File: src/rtl/mem_access_ctrl.sv
// mem_access_ctrl: fixed-priority arbiter and sequencer for the shared memory address port
module mem_access_ctrl #(
    parameter int WAIT_CYCLES = 2
) (
    input  logic        clk,
    input  logic        reset,
    input  logic [4:0]  req,
    input  logic [4:0]  wr,
    input  logic [31:0] mem_rdata,
    output logic [2:0]  IorD,
    output logic        mem_wr,
    output logic [4:0]  grant,
    output logic        done,
    output logic [31:0] rdata,
    output logic        busy
);
    typedef enum logic [1:0] {IDLE, READ, WRITE, DONE} state_t;

    localparam logic [3:0] CNT_INIT = (WAIT_CYCLES == 0) ? 4'd1 : 4'(WAIT_CYCLES);

    state_t      state_q, state_d;
    logic [3:0]  cnt_q, cnt_d;
    logic [4:0]  grant_q, grant_d;
    logic [2:0]  iord_q, iord_d;
    logic [31:0] rdata_q, rdata_d;
    logic [2:0]  win;

    // Fixed priority winner: 1 > 3 > 2 > 4 > 0
    always_comb begin
        win = 3'd0;
        if (req[1]) win = 3'd1;
        else if (req[3]) win = 3'd3;
        else if (req[2]) win = 3'd2;
        else if (req[4]) win = 3'd4;
    end

    // Next-state logic: grant in IDLE, count read latency, release after DONE
    always_comb begin
        state_d = state_q;
        cnt_d   = cnt_q;
        grant_d = grant_q;
        iord_d  = iord_q;
        rdata_d = rdata_q;
        case (state_q)
            IDLE: if (|req) begin
                grant_d = 5'b1 << win;
                iord_d  = win;
                state_d = wr[win] ? WRITE : READ;
                cnt_d   = wr[win] ? cnt_q : CNT_INIT;
            end
            READ: begin
                cnt_d = cnt_q - 4'd1;
                if (cnt_q == 4'd1) begin
                    rdata_d = mem_rdata;
                    state_d = DONE;
                end
            end
            WRITE: state_d = DONE;
            DONE: begin
                state_d = IDLE;
                grant_d = 5'b0;
                iord_d  = 3'd0;
            end
            default: state_d = IDLE;
        endcase
    end

    // State registers with synchronous reset
    always_ff @(posedge clk) begin
        if (reset) begin
            state_q <= IDLE;
            cnt_q   <= 4'd0;
            grant_q <= 5'b0;
            iord_q  <= 3'd0;
            rdata_q <= 32'd0;
        end else begin
            state_q <= state_d;
            cnt_q   <= cnt_d;
            grant_q <= grant_d;
            iord_q  <= iord_d;
            rdata_q <= rdata_d;
        end
    end

    assign IorD   = iord_q;
    assign grant  = grant_q;
    assign rdata  = rdata_q;
    assign mem_wr = (state_q == WRITE);
    assign done   = (state_q == DONE);
    assign busy   = (state_q != IDLE);
endmodule

File: config.mk
export PLATFORM = sky130hd
export DESIGN_NAME = mem_access_ctrl
export DESIGN_NICKNAME = d
export VERILOG_FILES = /design/src/rtl/mem_access_ctrl.sv
export SDC_FILE = /design/constraint.sdc
export NUM_CORES = 1
export LEC_CHECK = 0
export ABC_CLOCK_PERIOD_IN_PS = 3700
export CORE_AREA = 2 2 67 75
export CTS_CLUSTER_SIZE = 25
export DETAILED_ROUTE_END_ITERATION = 12
export DIE_AREA = 0 0 69 77
export HOLD_SLACK_MARGIN = 0.12
export PLACE_DENSITY_LB_ADDON = 0.08
export RECOVER_POWER = 100
export SLEW_MARGIN = 20
export SYNTH_ARGS = -nofsm -noshare
export SYNTH_HDL_FRONTEND = slang
export SYNTH_SLANG_ARGS = --single-unit
File: constraint.sdc
create_clock -name clk -period 3.7 [get_ports clk]
set_input_delay 0.37 -clock clk [delete_from_list [all_inputs] [get_ports clk]]
set_output_delay 0.37 -clock clk [all_outputs]
set_load 0.005 [all_outputs]
==> results of run 1 <==
-- registers in the layout (all words and copies together) (netlist names) --
signal   count
IorD         3
cnt_q        4
state_q      2
grant        5
rdata       32
-- area by class of cell --
cell class / count / area, um2 / share of cell area
clock inverter: 3 / 43.8 / 0.0151
inverter: 9 / 33.8 / 0.0116
tap: 56 / 70.1 / 0.0241
multi-input combinational: 174 / 900 / 0.310
timing repair buffer: 88 / 867 / 0.299
clock buffer: 5 / 68.8 / 0.0237
sequential: 46 / 921 / 0.317
-- worst paths after layout --
path | slack (ns) | depth (start not counted) | end | startpoint
setup / recovery | 1.10 | 6 | cnt_q[2]$_SDFFE_PP0P_ | req[1]
hold / removal | 0.45 | 2 | rdata[18]$_SDFFE_PP0P_ | rdata[18]$_SDFFE_PP0P_
setup reg to reg | 1.31 | 7 | rdata[19]$_SDFFE_PP0P_ | state_q[1]$_SDFFE_PP0P_
hold reg to reg | 0.45 | 2 | rdata[18]$_SDFFE_PP0P_ | rdata[18]$_SDFFE_PP0P_
-- cell usage after synthesis (2+ instances only) --
cell type / count / area, um2
a31oi_1: 3 / 18.8
or3_1: 3 / 18.8
a21oi_1: 41 / 205
a311oi_1: 2 / 17.5
nand3_1: 3 / 15.0
o211ai_1: 2 / 15.0
clkbuf_1: 11 / 41.3
or4_1: 2 / 15.0
inv_1: 9 / 33.8
o21ai_0: 3 / 15.0
nand2_1: 74 / 278
a22oi_1: 3 / 22.5
nor4_1: 3 / 18.8
ha_1: 7 / 87.6
nor2_1: 11 / 41.3
dfxtp_1: 46 / 921
a211oi_1: 2 / 15.0
-- per-stage QoR --
step	hold slack, ns	power (W)
finish	0.452	0.00139
detailed placement	0.446	0.00106
global placement	0.441	0.00106
floorplan	0.448	0.000862
global route	0.470	0.00150
CTS	0.458	0.00144
-- cells by family (layout without fill, tap and decap cells) --
| group | after synthesis | in the layout |
|---|---|---|
| buffers and inverters | 21 | 105 |
| muxes | 1 | 1 |
| and+or+nand+nor | 106 | 106 |
| DFF | 46 | 46 |
| adders and majority gates | 7 | 7 |
| AOI/OAI and AO/OA | 60 | 60 |
-- worst max-delay path: cells and delay by family --
family,cells,cell delay [ns]
simple gates,2,1.05
compound gates,3,0.74
buf+inv,1,0.65
-- power by group --
group | total, W | internal, W | switching, W
Sequential | 0.000596 | 0.000556 | 0.0000401
Combinational | 0.000427 | 0.000202 | 0.000225
Clock | 0.000371 | 0.000202 | 0.000169
Total | 0.00139 | 0.000960 | 0.000434
-- layer usage --
| metal | vias to the layer above | track usage | part of all wire |
|---|---|---|---|
| li1 | 983 | - | - |
| met1 | 811 | 0.210 | 0.46 |
| met2 | 58 | 0.284 | 0.46 |
| met3 | 5 | 0.0499 | 0.067 |
| met4 | 0 | 0.0529 | 0.012 |
| met5 | - | 0 | 0 |
==> reports/results.ini, run 1 <==
[run_status]
outcome=finished clean

[timing]
skew_ns=0.00523
layout_setup_ws_ns=1.10
slew_violations=0
final_hold_viol_count=0
max_freq_ghz=0.384
relSlewSlack=0.0945
setup_violations=0
fin_tns_setup_ns=0
worst_slew_pin_slew_ns=1.36
finalCritPeriodShare=0.703
rsz0062_at_grt=false
fin_crit_ns=2.60

[worst_setup_path]
critPathLaunchType=input pin
path_class=in2reg
critPathArrivalTime_ns=2.81
slowest_delay_ns=0.65
cp.required_ns=3.91
crit_slowest_cell=dlygate4sd3_1
crit_chain=dlygate4sd3_1, nor4b_1, a22oi_1, a211o_1, or4_1, a31oi_1
critPathMaxFanout=10
end_kind=flip-flop

[final_layout]
drive_above_1_share=0.0400
nNetsFinal=375
postLayoutCoreUtil=0.638
nFillCells=416
postLayoutCellArea_um2=2900
syn_to_final_growth_pct=51.0
mostFrequentLayoutCell=nand2_1
diodes=0
instances_no_fill=381
layout_common_cells=nand2_1, dfxtp_1, dlygate4sd3_1, a21oi_1, clkdlybuf4s50_1

[yosys]
async_flop_share=0
synth_ff_type=dfxtp_1
synth_top_family_by_area=simple AND/OR/NAND/NOR gates
synth_nets=292
yosysWarnings=0
synthAdderAreaFrac=0.0455
synthMuxAreaShare=0.00520
syn_avg_cell_area_um2=7.98
synthSimpleGateAreaFrac=0.247
synthXorXnorAreaFrac=0
synth_edf_count=0
synth-compound-area-share=0.178
ys_seq_elements=46
netlist_area_um2=1920
seq_area_frac_synth=0.479
ys_types=33
syn_inst=241

[route]
routed_wl_mm=4.46
wl_per_cell_um=11.7
via_count=1857
drtIter0Drc=131
avgViaCountPerCell=4.87
drc=0
postRouteAntennaNets=0
first_pass_iters=4

[clock_tree]
cts.clk_slew.worst_paths_ns=0.08
cts_num_sinks=46
htreeDepth=2
clkLatencyLatePin_ns=0.29
clockRootBuffer=clkbuf_8
numCtsBuffers=5
clockBufferDepth=2
hold_buffers=0
cts_tree=done
cts_resized=0
cts_setup_buffers=0

[floorplanning]
dieArea_um2=5310
initial_utilization=0.422
die_y_um=77
rows=26
core-area_um2=4550
ios=87
die_w_um=69

[hold_path]
hold_class=reg2reg

[place]
post-place-cells=373
placed_cell_area_um2=2810
gp_congestion=0.772
hpwl_mm=3.14
dp_slack_ns=1.15
numPortBuffers=86

[power]
cellPowerDensity_nw_per_um2=480
leakage_nw=1.17
vdd_drop_max_mv=0.315

[global_routing]
grt_remaining_overflow=0
globalRouteTotalUtil=0.170
grt_pass1_vias=1622
grt_max_degree=49
antenna_found_initial=0
grt_pass1_wl_mm=7.53

[job]
maxCapViolations=0

No activity file was read; power rests on OpenSTA's default activity.
==> run 2, diff against run 1 <==
- ABC_CLOCK_PERIOD_IN_PS: 3700 -> 2570
- CORE_AREA: 2 2 67 75 -> 2 2 69 77
- DIE_AREA: 0 0 69 77 -> 0 0 71 79
- clock period: 3.7 -> 2.57 ns (I/O delays scaled with it)
==> reports/results.ini, run 2 (synthesis results as in run 1) <==
[run_status]
outcome=finished clean

[clock_tree]
cts_resized=0
cts_setup_buffers=0
cts.clk_slew.worst_paths_ns=0.08
htreeDepth=2
cts_tree=done
clockRootBuffer=clkbuf_8
clkLatencyLatePin_ns=0.28
clockBufferDepth=2
numCtsBuffers=5
cts_num_sinks=46
hold_buffers=0

[timing]
slew_violations=0
fin_crit_ns=2.16
setup_violations=0
rsz0062_at_grt=false
max_freq_ghz=0.463
final_hold_viol_count=0
fin_tns_setup_ns=0
skew_ns=0.00388
worst_slew_pin_slew_ns=0.566
hold_ws_ns=0.447
finalCritPeriodShare=0.841
relSlewSlack=0.623

[power]
cellPowerDensity_nw_per_um2=655
leakage_nw=1.19
vdd_drop_max_mv=0.308

[route]
via_count=1877
first_pass_iters=6
wl_per_cell_um=11.7
drc=0
avgViaCountPerCell=4.86
postRouteAntennaNets=0
routed_wl_mm=4.52
drtIter0Drc=52

[place]
gp_congestion=0.748
hpwl_mm=3.36
numPortBuffers=86
post-place-cells=378

[worst_setup_path]
worstReg2RegStart=state_q[1]$_SDFFE_PP0P_
critPathMaxFanout=7
cp.required_ns=2.79
path_class=in2reg
critPathLaunchType=input pin
end_kind=flip-flop
crit_start=req[1]
critPathArrivalTime_ns=2.38

[final_layout]
layout_common_cells=nand2_1, dfxtp_1, dlygate4sd3_1, a21oi_1, clkdlybuf4s50_1
multiInputGateArea_um2=918
instances_no_fill=386
largest_reg_flops=32
postLayoutCoreUtil=0.598
regArea_um2=921
drive_above_1_share=0.0549
diodes=0
nNetsFinal=378
syn_to_final_growth_pct=52.2
mostFrequentLayoutCell=nand2_1
nFillCells=474

[global_routing]
antenna_found_initial=0
grt_remaining_overflow=0
grt_pass1_vias=1734
grt_pass1_wl_mm=7.68
globalRouteTotalUtil=0.167
grt_max_degree=34

[floorplanning]
die_w_um=71
die_y_um=79
dieArea_um2=5610
ios=87
initial_utilization=0.393
core-area_um2=4900
rows=27

[hold_path]
min-delay-start=reset
hold_class=in2reg

[job]
maxCapViolations=0

==> run 2: cell count changes in the layout (fill, tap and decap cells not counted), sizes merged <==
cell | previous run | this run
buf | 1 | 5
bufinv | 1 | 0
clkbuf | 7 | 8
inv | 10 | 9
==> run 2: final timing paths <==
check,endpoint,slack [ns],cells after the start
worst min-delay path,grant[1]$_SDFFE_PP0P_,0.45,2
worst max register to register,rdata[10]$_SDFFE_PP0P_,0.61,6
worst max-delay path,cnt_q[2]$_SDFFE_PP0P_,0.41,6
worst min register to register,rdata[21]$_SDFFE_PP0P_,0.45,2
==> run 2: metrics by stage <==
stage / setup slack, ns / power (W) / area [um2]
3_5_place_dp: 0.198 / 0.00154 / 2850
2_1_floorplan: 0.792 / 0.00124 / 1920
3_3_place_gp: 0.246 / 0.00154 / 2850
6_report: 0.408 / 0.00192 / 2930
5_1_grt: 0.319 / 0.00207 / 2930
4_1_cts: 0.512 / 0.00198 / 2940
==> run 2: power by group <==
part	switching (W)	total, W	internal (W)
registers	0.0000574	0.000858	0.000800
clock network	0.000217	0.000434	0.000217
logic	0.000329	0.000627	0.000299
total	0.000603	0.00192	0.00132
==> run 2: per-layer routing <==
layer  vias to the layer above  wire length (um)  GRT usage
met4                         0                44     0.0528
met5                         -                 0          0
met3                         4               335     0.0508
li1                        995                 -          -
met2                        56              2160      0.282
met1                       822              1970      0.204
==> run 2: area by class of cell <==
| class | instances | share of cell area |
|---|---|---|
| inverter | 9 | 0.0115 |
| tap | 58 | 0.0248 |
| timing repair buffer | 91 | 0.304 |
| clock buffer | 7 | 0.0295 |
| sequential | 46 | 0.315 |
| clock inverter | 1 | 0.00171 |
| multi-input combinational | 174 | 0.314 |
==> run 2: critical path, stage by stage <==
cell and delay (ns):
dlygate4sd3_1 0.65, nor4b_4 0.38, a22oi_1 0.14, a211o_1 0.38
or4_1 0.41, a31oi_1 0.16
